## config.mk

```make
export PLATFORM = sky130hd
export DESIGN_NAME = imem_loader_flat
export DESIGN_NICKNAME = d
export VERILOG_FILES = /design/src/rtl/imem_loader_if.sv /design/src/rtl/imem_loader.sv /design/src/flat_wrapper.sv
export SDC_FILE = /design/constraint.sdc
export NUM_CORES = 1
export LEC_CHECK = 0
export ABC_AREA = 1
export BUFFER_PORTS_ARGS = -buffer_cell sky130_fd_sc_hd__buf_2
export CELL_PAD_IN_SITES_DETAIL_PLACEMENT = 0
export CELL_PAD_IN_SITES_GLOBAL_PLACEMENT = 2
export CORE_ASPECT_RATIO = 0.5
export CORE_MARGIN = 5
export CORE_UTILIZATION = 31
export DETAILED_ROUTE_END_ITERATION = 8
export PLACE_DENSITY_LB_ADDON = 0.12
export RECOVER_POWER = 100
export SKIP_LAST_GASP = 1
export SYNTH_ARGS = -nofsm -noshare
export SYNTH_HDL_FRONTEND = slang
export SYNTH_SLANG_ARGS = --single-unit
```

## constraint.sdc

```tcl
create_clock -name clk -period 2.4 [get_ports clk]
set_input_delay 0.12 -clock clk [delete_from_list [all_inputs] [get_ports clk]]
set_output_delay 0.12 -clock clk [all_outputs]
set_load 0.1 [all_outputs]
```

## src/rtl/imem_loader_if.sv

```systemverilog
// imem_loader_if: byte-stream input and memory-write/status bus of the
// instruction-memory loader.
//   rx_data, rx_valid  incoming byte and its one-cycle strobe
//   we, waddr, wdata   one-cycle memory write port
//   cpu_hold           holds the CPU in reset while loading
//   done, error        sticky load-complete / load-failed flags
// Modports: master = loader side, slave = byte source / memory / CPU side.
interface imem_loader_if #(
  parameter int unsigned ADDR_WIDTH = 5,
  parameter int unsigned WIDTH      = 32
);
  logic [7:0]            rx_data;
  logic                  rx_valid;
  logic                  we;
  logic [ADDR_WIDTH-1:0] waddr;
  logic [WIDTH-1:0]      wdata;
  logic                  cpu_hold;
  logic                  done;
  logic                  error;

  modport master (
    input  rx_data, rx_valid,
    output we, waddr, wdata, cpu_hold, done, error
  );

  modport slave (
    output rx_data, rx_valid,
    input  we, waddr, wdata, cpu_hold, done, error
  );
endinterface

```

## src/rtl/imem_loader.sv

```systemverilog
// imem_loader: loads an instruction memory from a byte stream.
// Stream: header byte N (word count), then N words of WIDTH/8 bytes each,
// little-endian. Word k is written to address k mod 2^ADDR_WIDTH. The CPU is
// held in reset until the load completes.
// Optional macro IMEM_LOADER_CHECKSUM_EN: a trailing byte equal to the XOR of
// the header and all data bytes is expected; a mismatch sets error.
// Ports:
//   clk  system clock (rising edge)
//   rst  asynchronous active-high reset
//   bus  imem_loader_if.master (rx_data/rx_valid in; we/waddr/wdata,
//        cpu_hold, done, error out)
module imem_loader #(
  parameter int unsigned ADDR_WIDTH = 5,
  parameter int unsigned WIDTH      = 32
) (
  input logic           clk,
  input logic           rst,
  imem_loader_if.master bus
);
  localparam int unsigned NumBytes = WIDTH / 8;
  localparam int unsigned ByteCntW = (NumBytes > 1) ? $clog2(NumBytes) : 1;

  typedef enum logic [2:0] {
    StIdle,
    StData,
    StWrite,
`ifdef IMEM_LOADER_CHECKSUM_EN
    StCheck,
`endif
    StDone
  } state_e;

  state_e                state_q, state_d;
  logic [ByteCntW-1:0]   byte_cnt_q, byte_cnt_d;
  logic [7:0]            word_cnt_q, word_cnt_d;
  logic [7:0]            word_num_q, word_num_d;
  logic [WIDTH-1:0]      asm_q, asm_d;
  logic [ADDR_WIDTH-1:0] waddr_q, waddr_d;
  logic [WIDTH-1:0]      wdata_q, wdata_d;
`ifdef IMEM_LOADER_CHECKSUM_EN
  logic [7:0]            csum_q, csum_d;
  logic                  error_q, error_d;
  localparam state_e     StAfterLoad = StCheck;
`else
  localparam state_e     StAfterLoad = StDone;
`endif

  logic [WIDTH-1:0] asm_next;
  logic             last_byte;

  always_comb begin
    state_d    = state_q;
    byte_cnt_d = byte_cnt_q;
    word_cnt_d = word_cnt_q;
    word_num_d = word_num_q;
    asm_d      = asm_q;
    waddr_d    = waddr_q;
    wdata_d    = wdata_q;
`ifdef IMEM_LOADER_CHECKSUM_EN
    csum_d     = csum_q;
    error_d    = error_q;
`endif

    // Current assembly buffer with the incoming byte dropped into its lane.
    asm_next = asm_q;
    asm_next[int'(byte_cnt_q) * 8 +: 8] = bus.rx_data;
    last_byte = (byte_cnt_q == ByteCntW'(NumBytes - 1));

    unique case (state_q)
      StIdle: begin
        if (bus.rx_valid) begin
          word_num_d = bus.rx_data;
          word_cnt_d = '0;
          byte_cnt_d = '0;
`ifdef IMEM_LOADER_CHECKSUM_EN
          csum_d     = bus.rx_data;
`endif
          state_d    = (bus.rx_data == 8'd0) ? StAfterLoad : StData;
        end
      end
      StData: begin
        if (bus.rx_valid) begin
          asm_d = asm_next;
`ifdef IMEM_LOADER_CHECKSUM_EN
          csum_d = csum_q ^ bus.rx_data;
`endif
          if (last_byte) begin
            // Publish the word only now so waddr/wdata hold between writes.
            wdata_d    = asm_next;
            waddr_d    = ADDR_WIDTH'(word_cnt_q);
            byte_cnt_d = '0;
            state_d    = StWrite;
          end else begin
            byte_cnt_d = byte_cnt_q + ByteCntW'(1);
          end
        end
      end
      StWrite: begin
        word_cnt_d = word_cnt_q + 8'd1;
        state_d    = ((word_cnt_q + 8'd1) == word_num_q) ? StAfterLoad : StData;
      end
`ifdef IMEM_LOADER_CHECKSUM_EN
      StCheck: begin
        if (bus.rx_valid) begin
          error_d = (bus.rx_data != csum_q);
          state_d = StDone;
        end
      end
`endif
      StDone: ;
      default: state_d = StIdle;
    endcase
  end

  always_ff @(posedge clk or posedge rst) begin
    if (rst) begin
      state_q    <= StIdle;
      byte_cnt_q <= '0;
      word_cnt_q <= '0;
      word_num_q <= '0;
      asm_q      <= '0;
      waddr_q    <= '0;
      wdata_q    <= '0;
`ifdef IMEM_LOADER_CHECKSUM_EN
      csum_q     <= '0;
      error_q    <= 1'b0;
`endif
    end else begin
      state_q    <= state_d;
      byte_cnt_q <= byte_cnt_d;
      word_cnt_q <= word_cnt_d;
      word_num_q <= word_num_d;
      asm_q      <= asm_d;
      waddr_q    <= waddr_d;
      wdata_q    <= wdata_d;
`ifdef IMEM_LOADER_CHECKSUM_EN
      csum_q     <= csum_d;
      error_q    <= error_d;
`endif
    end
  end

  assign bus.we       = (state_q == StWrite);
  assign bus.waddr    = waddr_q;
  assign bus.wdata    = wdata_q;
  assign bus.done     = (state_q == StDone);
  assign bus.cpu_hold = (state_q != StDone);
`ifdef IMEM_LOADER_CHECKSUM_EN
  assign bus.error    = error_q;
`else
  assign bus.error    = 1'b0;
`endif
endmodule
```

## src/flat_wrapper.sv

```systemverilog
// flat-port wrapper written by rule: the top's interface ports become plain ports
module imem_loader_flat 
#(
  parameter int unsigned ADDR_WIDTH = 5,
  parameter int unsigned WIDTH      = 32
)
  (clk, rst, bus_rx_data, bus_rx_valid, bus_we, bus_waddr, bus_wdata, bus_cpu_hold, bus_done, bus_error);
  imem_loader_if #(.ADDR_WIDTH(ADDR_WIDTH), .WIDTH(WIDTH)) bus_i ();
  input logic clk;
  input logic rst;
  input wire logic [$bits(bus_i.rx_data)-1:0] bus_rx_data;
  input wire logic [$bits(bus_i.rx_valid)-1:0] bus_rx_valid;
  output wire logic [$bits(bus_i.we)-1:0] bus_we;
  output wire logic [$bits(bus_i.waddr)-1:0] bus_waddr;
  output wire logic [$bits(bus_i.wdata)-1:0] bus_wdata;
  output wire logic [$bits(bus_i.cpu_hold)-1:0] bus_cpu_hold;
  output wire logic [$bits(bus_i.done)-1:0] bus_done;
  output wire logic [$bits(bus_i.error)-1:0] bus_error;
  assign bus_i.rx_data = bus_rx_data;
  assign bus_i.rx_valid = bus_rx_valid;
  assign bus_we = bus_i.we;
  assign bus_waddr = bus_i.waddr;
  assign bus_wdata = bus_i.wdata;
  assign bus_cpu_hold = bus_i.cpu_hold;
  assign bus_done = bus_i.done;
  assign bus_error = bus_i.error;
  imem_loader #(.ADDR_WIDTH(ADDR_WIDTH), .WIDTH(WIDTH)) u_core (.clk(clk), .rst(rst), .bus(bus_i));
endmodule
```

==> summary.md <==
| Metric | Value |
|---|---|
| Hpwl dp | 7800 um |
| Ranking of synthesized cells by area | dfrtp_1, nand2_1, o21ai_0 |
| Clk pin slew, worst setup/hold paths | 0.07 ns |
| Crit path launch type | flip-flop |
| Skew final | 0.00996 ns |
| Vias in the first global route | 3447 |
| Clk Latency, worst-skew pair | 0.34 ns |
| Std cell rows | 30 |
| PortBufs | 50 |
| Slew @ Worst Pin | 1.26 ns |
| CP Data Arrival Time | 2.28 ns |
| Peak supply drop | 0.548 mV |
| H-tree depth | 3 |
| Io pins | 52 |
| Worst setup path startpoint | u_core.byte_cnt_q[0] |
| Grt ovf | 0 |
| Final worst slack | 0.375 ns |
| Crit path capture | u_core.asm_q[24] |
| P per Cell Area | 1510 mW/mm^2 |
| Total global-route track usage | 14.6% |
| Post-synthesis instance area | 0.00420 mm^2 |
| CTS tree | built |
| WL/cell | 14.7 um |
| Initial antenna violation count | 0 |
| Fillcell total | 1429 |
| Synth Flop Type | dfrtp_1 |
| # diodes | 0 |
| Maximum clock frequency | 0.494 GHz |
| Setup TNS | 0 ns |
| Die Y-Extent | 92.3 um |
| Asr flop ratio synth | 100% |
| Max-Cap Viols | 0 |
| RR Endpoint | u_core.asm_q[24] |
| Die W | 175 um |
| Via/cell ratio | 4.60 |
| Post-Syn Area per Cell | 8.13 um^2 |
| Hold Fails Final Rpt | 0 |
| Min cycle time layout | 2.03 ns |
| Reg2reg path depth | 6 |
| Setup repair bufs after CTS | 0 |
| Routability cong. | 0.748 |
| Leak | 2.37 nW |
| Longest Clk Path Bufs | 2 |
| Yosys top cell by area | dfrtp_1 |
| Clock sinks | 89 |
| # DRC | 0 |
| CP Class | flip-flop to flip-flop |
| Syn nets | 535 |
| Synth unique cells | 22 |
| Reg2Reg Launch Point | u_core.byte_cnt_q[0] |
| Total clock buffers created by CTS | 9 |
| Largest net degree at the start of global routing | 66 |
| Most frequent cell after synthesis | nand2_1 |
| DR vias | 3442 |
| FF+latch count, synth | 89 |
| Reg-to-reg slack, setup | 0.37 ns |
| Pre-CTS setup slack | 0.507 ns |
| First drt pass iteration count | 4 |
| Slew Limit Fails | 0 |
| Drt initial violations | 158 |
| Top post-synthesis cells by count | nand2_1, dfrtp_1, inv_1, o21ai_0, nand3_1 |
| Global-route wire length before repair | 18700 um |
| Final setup vio count | 0 |
| Endpoint type of the worst setup path | flip-flop |
| Hold Path Class | input pin to flip-flop |
| Status | finished clean |
| Initial cell density of the core | 31.4% |
| RSZ-0062 raised after global routing | no |
| Final Core Density | 36.6% |
| Final WL | 11000 um |
| Sequential area share after synthesis | 53.0% |
| Final Cycle Share | 84.4% |
| Worst Path Max Fanout | 11 |
| Layout cells sized above 1 | 7.52% |
| Data required, critical path | 2.66 ns |
| Final nets | 585 |
| Die Footprint | 0.0161 mm^2 |
| Area share of the largest cell type after synthesis | 53.0% |
| Post-DRT Antenna Nets | 0 |
| Hold Buf Count CTS | 2 |
| Yosys warns | 0 |
| Core area | 0.0134 mm^2 |
| Post-CTS sizing | 0 |
| Cells after synthesis | 517 |
| Relative slew slack | 15.8% |
| Area Growth Syn to Fin | 16.9% |
| Post-synth EDFFs | 0 |
| Clk Tree Root Cell | clkbuf_16 |
| WHS | 0.0717 ns |
cell usage in the layout (no fill, tap or decap), drive strengths merged:
cell         instances
nand3               33
conb                 1
clkinv               3
o31ai                1
o22ai               27
o21ai               55
a21oi                2
clkbuf              55
nand4                7
buf                 14
ha                   7
dlygate4sd3          2
o32ai                8
clkinvlp             1
inv                 74
nor2                11
nand2              181
dfrtp               89
bufinv               1
layout make-up:
cell class / count / area, um^2 / area share [%]
tap: 176 / 220 / 4.48
inverter: 73 / 275 / 5.61
clock inverter: 6 / 72.6 / 1.48
sequential: 89 / 2230 / 45.4
multi-input combinational: 333 / 1580 / 32.1
clock buffer: 10 / 239 / 4.87
timing repair buffer: 61 / 302 / 6.14
registers in the layout (all words and copies together), names as in the netlist:
name and flops:
u_core.asm_q 32, u_core.bus.wdata 32, u_core.word_cnt_q 8, u_core.word_num_q 8, u_core.bus.waddr 5, u_core.byte_cnt_q 2, u_core.state_q 2
worst min-delay path by stage:
stage | from | end | slack [ns] | cells past startpoint
2_1_floorplan | bus_rx_valid | u_core.state_q[0] | 0.23 | 2
3_3_place_gp | rst | u_core.word_num_q[7] | 0.24 | 2
3_5_place_dp | rst | u_core.state_q[1] | 0.24 | 2
4_1_cts | bus_rx_data[4] | u_core.word_num_q[4] | 0.06 | 3
5_1_grt | bus_rx_data[4] | u_core.word_num_q[4] | 0.08 | 3
6_report | bus_rx_data[4] | u_core.word_num_q[4] | 0.07 | 3
worst max-delay path: stages (launching register included):
cell and delay [ns]:
dfrtp_1 0.36, clkbuf_1 0.35, ha_1 0.47, nand2_1 0.33, o22ai_1 0.28, nand2_1 0.07, o21ai_0 0.09
power by group:
part	switching (mW)	internal, mW
sequential	0.305	2.03
combinational	2.90	0.664
clock	0.644	0.852
total	3.85	3.54
per-layer routing:
layer	vias up	GRT usage [%]	share of wire, %
met5	-	0	0
met4	0	2.94	0.76
met3	8	3.55	2.8
met2	32	22.9	45
met1	1635	20.8	52
li1	1767	-	-
metrics by stage:
step / power, mW / area (um^2) / instances
after floorplan: 5.31 / 4210 / 517
after global placement: 6.04 / 4660 / 730
after detailed placement: 6.04 / 4660 / 730
after CTS: 7.57 / 4990 / 748
after global routing: 7.92 / 4910 / 748
final: 7.39 / 4910 / 748
cell families after synthesis:
| family | share of synthesized area (%) |
|---|---|
| adder cells (fa/ha/maj) | 2.08 |
| other | 0.0893 |
| AO/OA/AOI/OAI | 12.7 |
| flip-flops | 53.0 |
| AND/OR/NAND/NOR | 23.0 |
| buffers and inverters | 9.20 |
Note: power is estimated with default switching activity, not from simulation.
